<file path="config.mk">
export PLATFORM = sky130hd
export DESIGN_NAME = instr_fetch_unit_flat
export DESIGN_NICKNAME = d
export VERILOG_FILES = /design/src/rtl/instr_fetch_unit_if.sv /design/src/rtl/instr_fetch_unit.sv /design/src/flat_wrapper.sv
export SDC_FILE = /design/constraint.sdc
export NUM_CORES = 1
export LEC_CHECK = 0
export BUFFER_PORTS_ARGS = -buffer_cell sky130_fd_sc_hd__buf_2
export CORE_ASPECT_RATIO = 2
export CORE_MARGIN = 2
export CORE_UTILIZATION = 58
export CTS_BUF_LIST = sky130_fd_sc_hd__clkbuf_4
export DETAILED_ROUTE_END_ITERATION = 8
export PLACE_DENSITY = 0.86
export SYNTH_ARGS = -nofsm -noshare
export SYNTH_HDL_FRONTEND = slang
export SYNTH_SLANG_ARGS = --single-unit
export TNS_END_PERCENT = 50
</file>
<file path="constraint.sdc">
create_clock -name clk -period 4.9 [get_ports clk]
set_input_delay 0.98 -clock clk [delete_from_list [all_inputs] [get_ports clk]]
set_output_delay 0.98 -clock clk [all_outputs]
set_load 0.02 [all_outputs]
</file>
<file path="src/rtl/instr_fetch_unit_if.sv">
// Fetch unit bus bundle: instruction-memory port, decode-side handshake and PC redirect.
// instr_misaligned exists only when FETCH_ALIGN_CHECK_EN is defined.
interface instr_fetch_unit_if;
    logic        imem_req;
    logic [31:0] imem_addr;
    logic        imem_gnt;
    logic        imem_rvalid;
    logic [31:0] imem_rdata;
    logic        instr_valid;
    logic [31:0] instr;
    logic [31:0] instr_pc;
    logic        instr_ready;
    logic        redirect_valid;
    logic [31:0] redirect_pc;
`ifdef FETCH_ALIGN_CHECK_EN
    logic        instr_misaligned;
`endif

    modport master (
`ifdef FETCH_ALIGN_CHECK_EN
        output instr_misaligned,
`endif
        output imem_req, imem_addr, instr_valid, instr, instr_pc,
        input  imem_gnt, imem_rvalid, imem_rdata, instr_ready, redirect_valid, redirect_pc
    );

    modport slave (
`ifdef FETCH_ALIGN_CHECK_EN
        input  instr_misaligned,
`endif
        input  imem_req, imem_addr, instr_valid, instr, instr_pc,
        output imem_gnt, imem_rvalid, imem_rdata, instr_ready, redirect_valid, redirect_pc
    );
endinterface

</file>
<file path="src/rtl/instr_fetch_unit.sv">
// Instruction fetch front-end: PC owner, req/gnt/rvalid fetch port, in-order instruction FIFO.
// Define FETCH_ALIGN_CHECK_EN to trap misaligned redirect targets instead of masking them.
module instr_fetch_unit #(
    parameter logic [31:0] RESET_PC   = 32'h0000_0000,
    parameter int          FIFO_DEPTH = 2
) (
    input logic                clk,
    input logic                rst_n,
    instr_fetch_unit_if.master bus
);
    localparam int          CW      = $clog2(FIFO_DEPTH + 1);
    localparam int          PW      = $clog2(FIFO_DEPTH);
    localparam logic [31:0] NOP     = 32'h0000_0013;
    localparam logic [CW:0] DEPTH_W = (CW+1)'(FIFO_DEPTH);

    typedef enum logic {FETCH = 1'b0, DRAIN = 1'b1} state_e;

    state_e        state_q, state_d;
    logic [31:0]   fetch_pc_q, fetch_pc_d;
    logic [CW-1:0] count_q, count_d, outst_q, outst_d, drop_q, drop_d;
    logic [PW-1:0] wr_q, wr_d, rd_q, rd_d, tag_wr_q, tag_wr_d, tag_rd_q, tag_rd_d;
    logic          started_q;

    logic [31:0]   fifo_data [FIFO_DEPTH];
    logic [31:0]   fifo_pc   [FIFO_DEPTH];
    logic [31:0]   tag_pc    [FIFO_DEPTH];

    logic          req, gnt_fire, rv_take, push, pop, pop_fifo, valid_o;
    logic [CW:0]   occ;
    logic [CW-1:0] outst_live;
    logic [31:0]   redir_tgt;
    logic          halt_q, mis_q;
    logic [31:0]   mis_pc_q;

`ifdef FETCH_ALIGN_CHECK_EN
    logic          halt_d, mis_d;
    logic [31:0]   mis_pc_d;
    logic          misaligned;

    assign misaligned = bus.redirect_pc[1:0] != 2'b00;
    assign redir_tgt  = bus.redirect_pc;
`else
    assign halt_q     = 1'b0;
    assign mis_q      = 1'b0;
    assign mis_pc_q   = 32'h0;
    assign redir_tgt  = bus.redirect_pc & ~32'h3;
`endif

    assign occ     = {1'b0, count_q} + {1'b0, outst_q};
    assign valid_o = (count_q != '0) || mis_q;

    always_comb begin
        state_d    = state_q;
        fetch_pc_d = fetch_pc_q;
        count_d    = count_q;
        outst_d    = outst_q;
        drop_d     = drop_q;
        wr_d       = wr_q;
        rd_d       = rd_q;
        tag_wr_d   = tag_wr_q;
        tag_rd_d   = tag_rd_q;
`ifdef FETCH_ALIGN_CHECK_EN
        halt_d     = halt_q;
        mis_d      = mis_q;
        mis_pc_d   = mis_pc_q;
`endif
        req        = started_q && (state_q == FETCH) && !halt_q && (occ < DEPTH_W);
        gnt_fire   = req && bus.imem_gnt;
        // Stray responses with nothing in flight are dropped so the counter cannot underflow.
        rv_take    = bus.imem_rvalid && (state_q == FETCH) && (outst_q != '0);
        push       = rv_take;
        pop        = valid_o && bus.instr_ready;
        pop_fifo   = pop && !mis_q;
        outst_live = outst_q + CW'(gnt_fire) - CW'(rv_take);
        outst_d    = outst_live;

        if (gnt_fire) begin
            fetch_pc_d = fetch_pc_q + 32'd4;
            tag_wr_d   = tag_wr_q + PW'(1);
        end
        if (rv_take)  tag_rd_d = tag_rd_q + PW'(1);
        if (push)     wr_d     = wr_q + PW'(1);
        if (pop_fifo) rd_d     = rd_q + PW'(1);
        count_d = count_q + CW'(push) - CW'(pop_fifo);
`ifdef FETCH_ALIGN_CHECK_EN
        if (pop && mis_q) mis_d = 1'b0;
`endif

        if (state_q == DRAIN) begin
            if (bus.imem_rvalid && drop_q != '0) drop_d = drop_q - CW'(1);
            if (drop_d == '0) state_d = FETCH;
        end

        // Redirect wins over everything: flush the buffer and retarget; a redirect
        // while already draining keeps the pending drop count.
        if (bus.redirect_valid) begin
            count_d    = '0;
            wr_d       = '0;
            rd_d       = '0;
            tag_wr_d   = '0;
            tag_rd_d   = '0;
            outst_d    = '0;
            fetch_pc_d = redir_tgt;
            if (state_q == FETCH) begin
                drop_d  = outst_live;
                state_d = (outst_live != '0) ? DRAIN : FETCH;
            end
`ifdef FETCH_ALIGN_CHECK_EN
            halt_d   = misaligned;
            mis_d    = misaligned;
            mis_pc_d = bus.redirect_pc;
`endif
        end
    end

    always_ff @(posedge clk or negedge rst_n) begin
        if (!rst_n) begin
            state_q    <= FETCH;
            fetch_pc_q <= RESET_PC;
            count_q    <= '0;
            outst_q    <= '0;
            drop_q     <= '0;
            wr_q       <= '0;
            rd_q       <= '0;
            tag_wr_q   <= '0;
            tag_rd_q   <= '0;
            started_q  <= 1'b0;
        end else begin
            state_q    <= state_d;
            fetch_pc_q <= fetch_pc_d;
            count_q    <= count_d;
            outst_q    <= outst_d;
            drop_q     <= drop_d;
            wr_q       <= wr_d;
            rd_q       <= rd_d;
            tag_wr_q   <= tag_wr_d;
            tag_rd_q   <= tag_rd_d;
            started_q  <= 1'b1;
        end
    end

`ifdef FETCH_ALIGN_CHECK_EN
    always_ff @(posedge clk or negedge rst_n) begin
        if (!rst_n) begin
            halt_q   <= 1'b0;
            mis_q    <= 1'b0;
            mis_pc_q <= 32'h0;
        end else begin
            halt_q   <= halt_d;
            mis_q    <= mis_d;
            mis_pc_q <= mis_pc_d;
        end
    end
`endif

    // Storage needs no reset: occupancy is tracked by the pointers and counters.
    always_ff @(posedge clk) begin
        if (push) begin
            fifo_data[wr_q] <= bus.imem_rdata;
            fifo_pc[wr_q]   <= tag_pc[tag_rd_q];
        end
        if (gnt_fire) tag_pc[tag_wr_q] <= fetch_pc_q;
    end

    assign bus.imem_req    = req;
    assign bus.imem_addr   = fetch_pc_q;
    assign bus.instr_valid = valid_o;
    assign bus.instr       = (count_q != '0) ? fifo_data[rd_q] : NOP;
    assign bus.instr_pc    = mis_q ? mis_pc_q : ((count_q != '0) ? fifo_pc[rd_q] : 32'h0);
`ifdef FETCH_ALIGN_CHECK_EN
    assign bus.instr_misaligned = mis_q;
`endif
endmodule
</file>
<file path="src/flat_wrapper.sv">
// flat-port wrapper written by rule: the top's interface ports become plain ports
module instr_fetch_unit_flat 
#(
    parameter logic [31:0] RESET_PC   = 32'h0000_0000,
    parameter int          FIFO_DEPTH = 2
)
  (clk, rst_n, bus_imem_req, bus_imem_addr, bus_instr_valid, bus_instr, bus_instr_pc, bus_imem_gnt, bus_imem_rvalid, bus_imem_rdata, bus_instr_ready, bus_redirect_valid, bus_redirect_pc);
  instr_fetch_unit_if bus_i ();
  input logic clk;
  input logic rst_n;
  output wire logic [$bits(bus_i.imem_req)-1:0] bus_imem_req;
  output wire logic [$bits(bus_i.imem_addr)-1:0] bus_imem_addr;
  output wire logic [$bits(bus_i.instr_valid)-1:0] bus_instr_valid;
  output wire logic [$bits(bus_i.instr)-1:0] bus_instr;
  output wire logic [$bits(bus_i.instr_pc)-1:0] bus_instr_pc;
  input wire logic [$bits(bus_i.imem_gnt)-1:0] bus_imem_gnt;
  input wire logic [$bits(bus_i.imem_rvalid)-1:0] bus_imem_rvalid;
  input wire logic [$bits(bus_i.imem_rdata)-1:0] bus_imem_rdata;
  input wire logic [$bits(bus_i.instr_ready)-1:0] bus_instr_ready;
  input wire logic [$bits(bus_i.redirect_valid)-1:0] bus_redirect_valid;
  input wire logic [$bits(bus_i.redirect_pc)-1:0] bus_redirect_pc;
  assign bus_imem_req = bus_i.imem_req;
  assign bus_imem_addr = bus_i.imem_addr;
  assign bus_instr_valid = bus_i.instr_valid;
  assign bus_instr = bus_i.instr;
  assign bus_instr_pc = bus_i.instr_pc;
  assign bus_i.imem_gnt = bus_imem_gnt;
  assign bus_i.imem_rvalid = bus_imem_rvalid;
  assign bus_i.imem_rdata = bus_imem_rdata;
  assign bus_i.instr_ready = bus_instr_ready;
  assign bus_i.redirect_valid = bus_redirect_valid;
  assign bus_i.redirect_pc = bus_redirect_pc;
  instr_fetch_unit #(.RESET_PC(RESET_PC), .FIFO_DEPTH(FIFO_DEPTH)) u_core (.clk(clk), .rst_n(rst_n), .bus(bus_i));
endmodule
</file>
==> flow_summary.yaml <==
floorplan:
  die_x_um: 93.4
  die-area_um2: 17100
  start_util: 0.591
  die_h_um: 183
  pin_count: 168
  rows: 65
  coreArea_um2: 15700
synth:
  synth.area.top_cells: "edfxtp_1 60%, dfrtp_1 11%, mux2i_1 6.8%"
  synth_top_flop_cell: "edfxtp_1"
  ys_ff_latch: 226
  synth_top_family_by_area: "multiplexers"
  yosys.area.top_type_share: 0.596
  synthDistinctLibCells: 43
  synth-xor-area-share: 0.0331
  synth_mux_area_frac: 0.104
  netlist_instances: 635
  yosys.area_share.simple: 0.0973
  avgSynthCellArea_um2: 14.6
  yosys_warnings: 0
  yosysSeqAreaShare: 0.709
  synth_edf_count: 184
  syn_area_um2: 9270
  synth-adder-area-share: 0.0103
  ys_async_sr_fraction: 0.186
  yosysTopAreaCell: "edfxtp_1"
  synth_compound_area_frac: 0.0256
route:
  drc: 0
  wl_per_cell_um: 17.3
  dr_wl_met2_um: 10400
  finalWirelength_um: 18400
  viasPerCell: 5.44
  num_vias: 5770
  top_layer_used: "met4"
  drt-met1-wl_um: 6120
  drtIter0Drc: 314
  route.met3.wl_um: 996
  drt_first_pass_iters: 5
  antenna_left: 0
global_routing:
  overflow: 0
  grt_usage: 0.218
  grt_max_degree: 64
  grt_first_pass_wirelength_um: 29000
  antenna_found_initial: 1
  grt_pass1_vias: 6209
worst_setup_path:
  critPathSlowestCell: "nor2_4"
  crit_chain: "nor2_4 > buf_4 > inv_1 > nand2_1 > buf_2"
  required_ns: 3.92
  worstPathArrival_ns: 2.42
  crit_type: "reg2out"
  worstSetupStartpointType: "register"
  worstPathMaxFanout: 33
  end_kind: "output port"
  cpPeakStageDelay_ns: 0.51
clock_network:
  htree_levels: 2
  cts.path.max_buffers: 3
  cts_resized: 0
  cts_root_buffer: "clkbuf_4"
  post_cts_buffers: 0
  postCtsHoldBufs: 0
  clk_latency_ns: 0.62
  clk_pin_slew_ns: 0.08
  cts_made_buffers: 44
  clkSinkCount: 226
  cts_tree: "built"
timing:
  fin_crit_ns: 3.40
  rsz0062_at_grt: "no"
  setup_viol: 0
  finalCritPeriodShare: 0.693
  fin_ws_ns: 1.50
  fin_skew_ns: 0.0252
  clock.fmax_mhz: 295
  worst_slew_pin_slew_ns: 1.07
  slew_headroom: 0.289
  slew_viol_final: 0
  setup_tns_ns: 0
  hold_viol: 0
worst_hold_path:
  holdCritPathClass: "in2async"
final_layout:
  layout.cells.non_filler: 1061
  fin_nets: 901
  layout-drive-gt1-share: 0.327
  area_growth_pct: 18.1
  postLayoutCoreUtil: 0.697
  n_fill_cell: 1054
outcome:
  status: "complete, no violations"
place:
  gp_congestion: 0.974
  placed_cells_incl_taps: 979
  post-dp-hpwl_um: 12800
  portBuffers: 161
  dp_worst_setup_slack_ns: 1.64
job:
  drv_cap: 0
power_and_ir_drop:
  p_leak_nw: 4.17
  irDropWorstVdd_v: 0.000311
  p_per_area_nw_per_um2: 512
through the flow:
step	hold slack (ns)	total power [mW]	cell area, um^2
floorplan	0.472	3.66	9280
global route	0.489	5.89	10900
global placement	0.483	4.11	10300
CTS	0.490	5.66	10900
finish	0.514	5.60	10900
detailed placement	0.505	4.19	10300
per-layer routing:
| layer | vias up | track usage |
|---|---|---|
| met5 | - | 0 |
| li1 | 2725 | - |
| met3 | 66 | 0.0390 |
| met4 | 0 | 0.129 |
| met1 | 2739 | 0.217 |
| met2 | 240 | 0.409 |
critical path: cells and delay by family, from the launching register on:
family / cells / cell delay [ns]
buf+inv: 3 / 0.75
flops: 1 / 0.44
simple gates: 2 / 0.60
worst paths after layout:
kind / start / endpoint / slack, ns / cells past startpoint
max: u_core.count_q[1] / bus_instr[0] / 1.50 / 5
min: rst_n / u_core.bus.imem_addr[27] / 0.51 / 1
max reg2reg: u_core.count_q[0] / u_core.state_q / 1.57 / 12
min reg2reg: u_core.drop_q[1] / u_core.drop_q[1] / 0.53 / 1
max in group asynchronous: rst_n / u_core.rd_q / 3.65 / 1
min in group clk: u_core.drop_q[1] / u_core.drop_q[1] / 0.53 / 1
final cells by class:
cell class / instances / area [um^2] / area share
timing repair buffer: 168 / 858 / 0.0784
clock buffer: 62 / 465 / 0.0425
multi-input combinational: 370 / 2550 / 0.233
tap: 201 / 251 / 0.0230
clock inverter: 19 / 183 / 0.0167
sequential: 226 / 6580 / 0.601
antenna: 1 / 2.50 / 0.000229
inverter: 14 / 52.6 / 0.00480
cells in the final DEF, fill, tap and decap left out, drive strengths merged, types with 15 or more instances in the layout:
cell type	count
mux2	30
edfxtp	184
dfrtp	42
clkbuf	62
xnor2	19
nand4	19
o21ai	28
mux2i	63
clkinv	15
nor2	84
nand2	46
xor2	16
buf	168
power by group:
group | switching, mW | internal, mW
Clock | 0.654 | 0.803
Combinational | 0.967 | 0.585
Sequential | 0.236 | 2.36
Total | 1.86 | 3.74
sequential cells by signal, summed over array words and instances, names as in the netlist:
signal,flops
u_core.bus.imem_addr,30
u_core.count_q,2
u_core.drop_q,2
u_core.fifo_data,64
u_core.fifo_pc,60
u_core.outst_q,2
u_core.rd_q,1
u_core.started_q,1
u_core.state_q,1
u_core.tag_pc,60
u_core.tag_rd_q,1
u_core.tag_wr_q,1
u_core.wr_q,1
synthesized netlist by cell type (7+ instances only):
master	number
edfxtp_1	184
nor2_1	84
mux2i_1	63
nand2_1	45
dfrtp_1	42
mux2_2	30
clkbuf_1	19
o21ai_0	19
xnor2_1	19
nand4_1	17
xor2_1	16
inv_1	13
nand3_1	11
o21ai_1	9
nor4_1	7
kinds of logic after synthesis:
kind of cell,after synthesis
compound gates,41
simple gates,189
mux,93
flops,226
xor+xnor,35
other cells,2
buf+inv,42
fa+ha+maj,7
(Power assumes the default switching activity.)
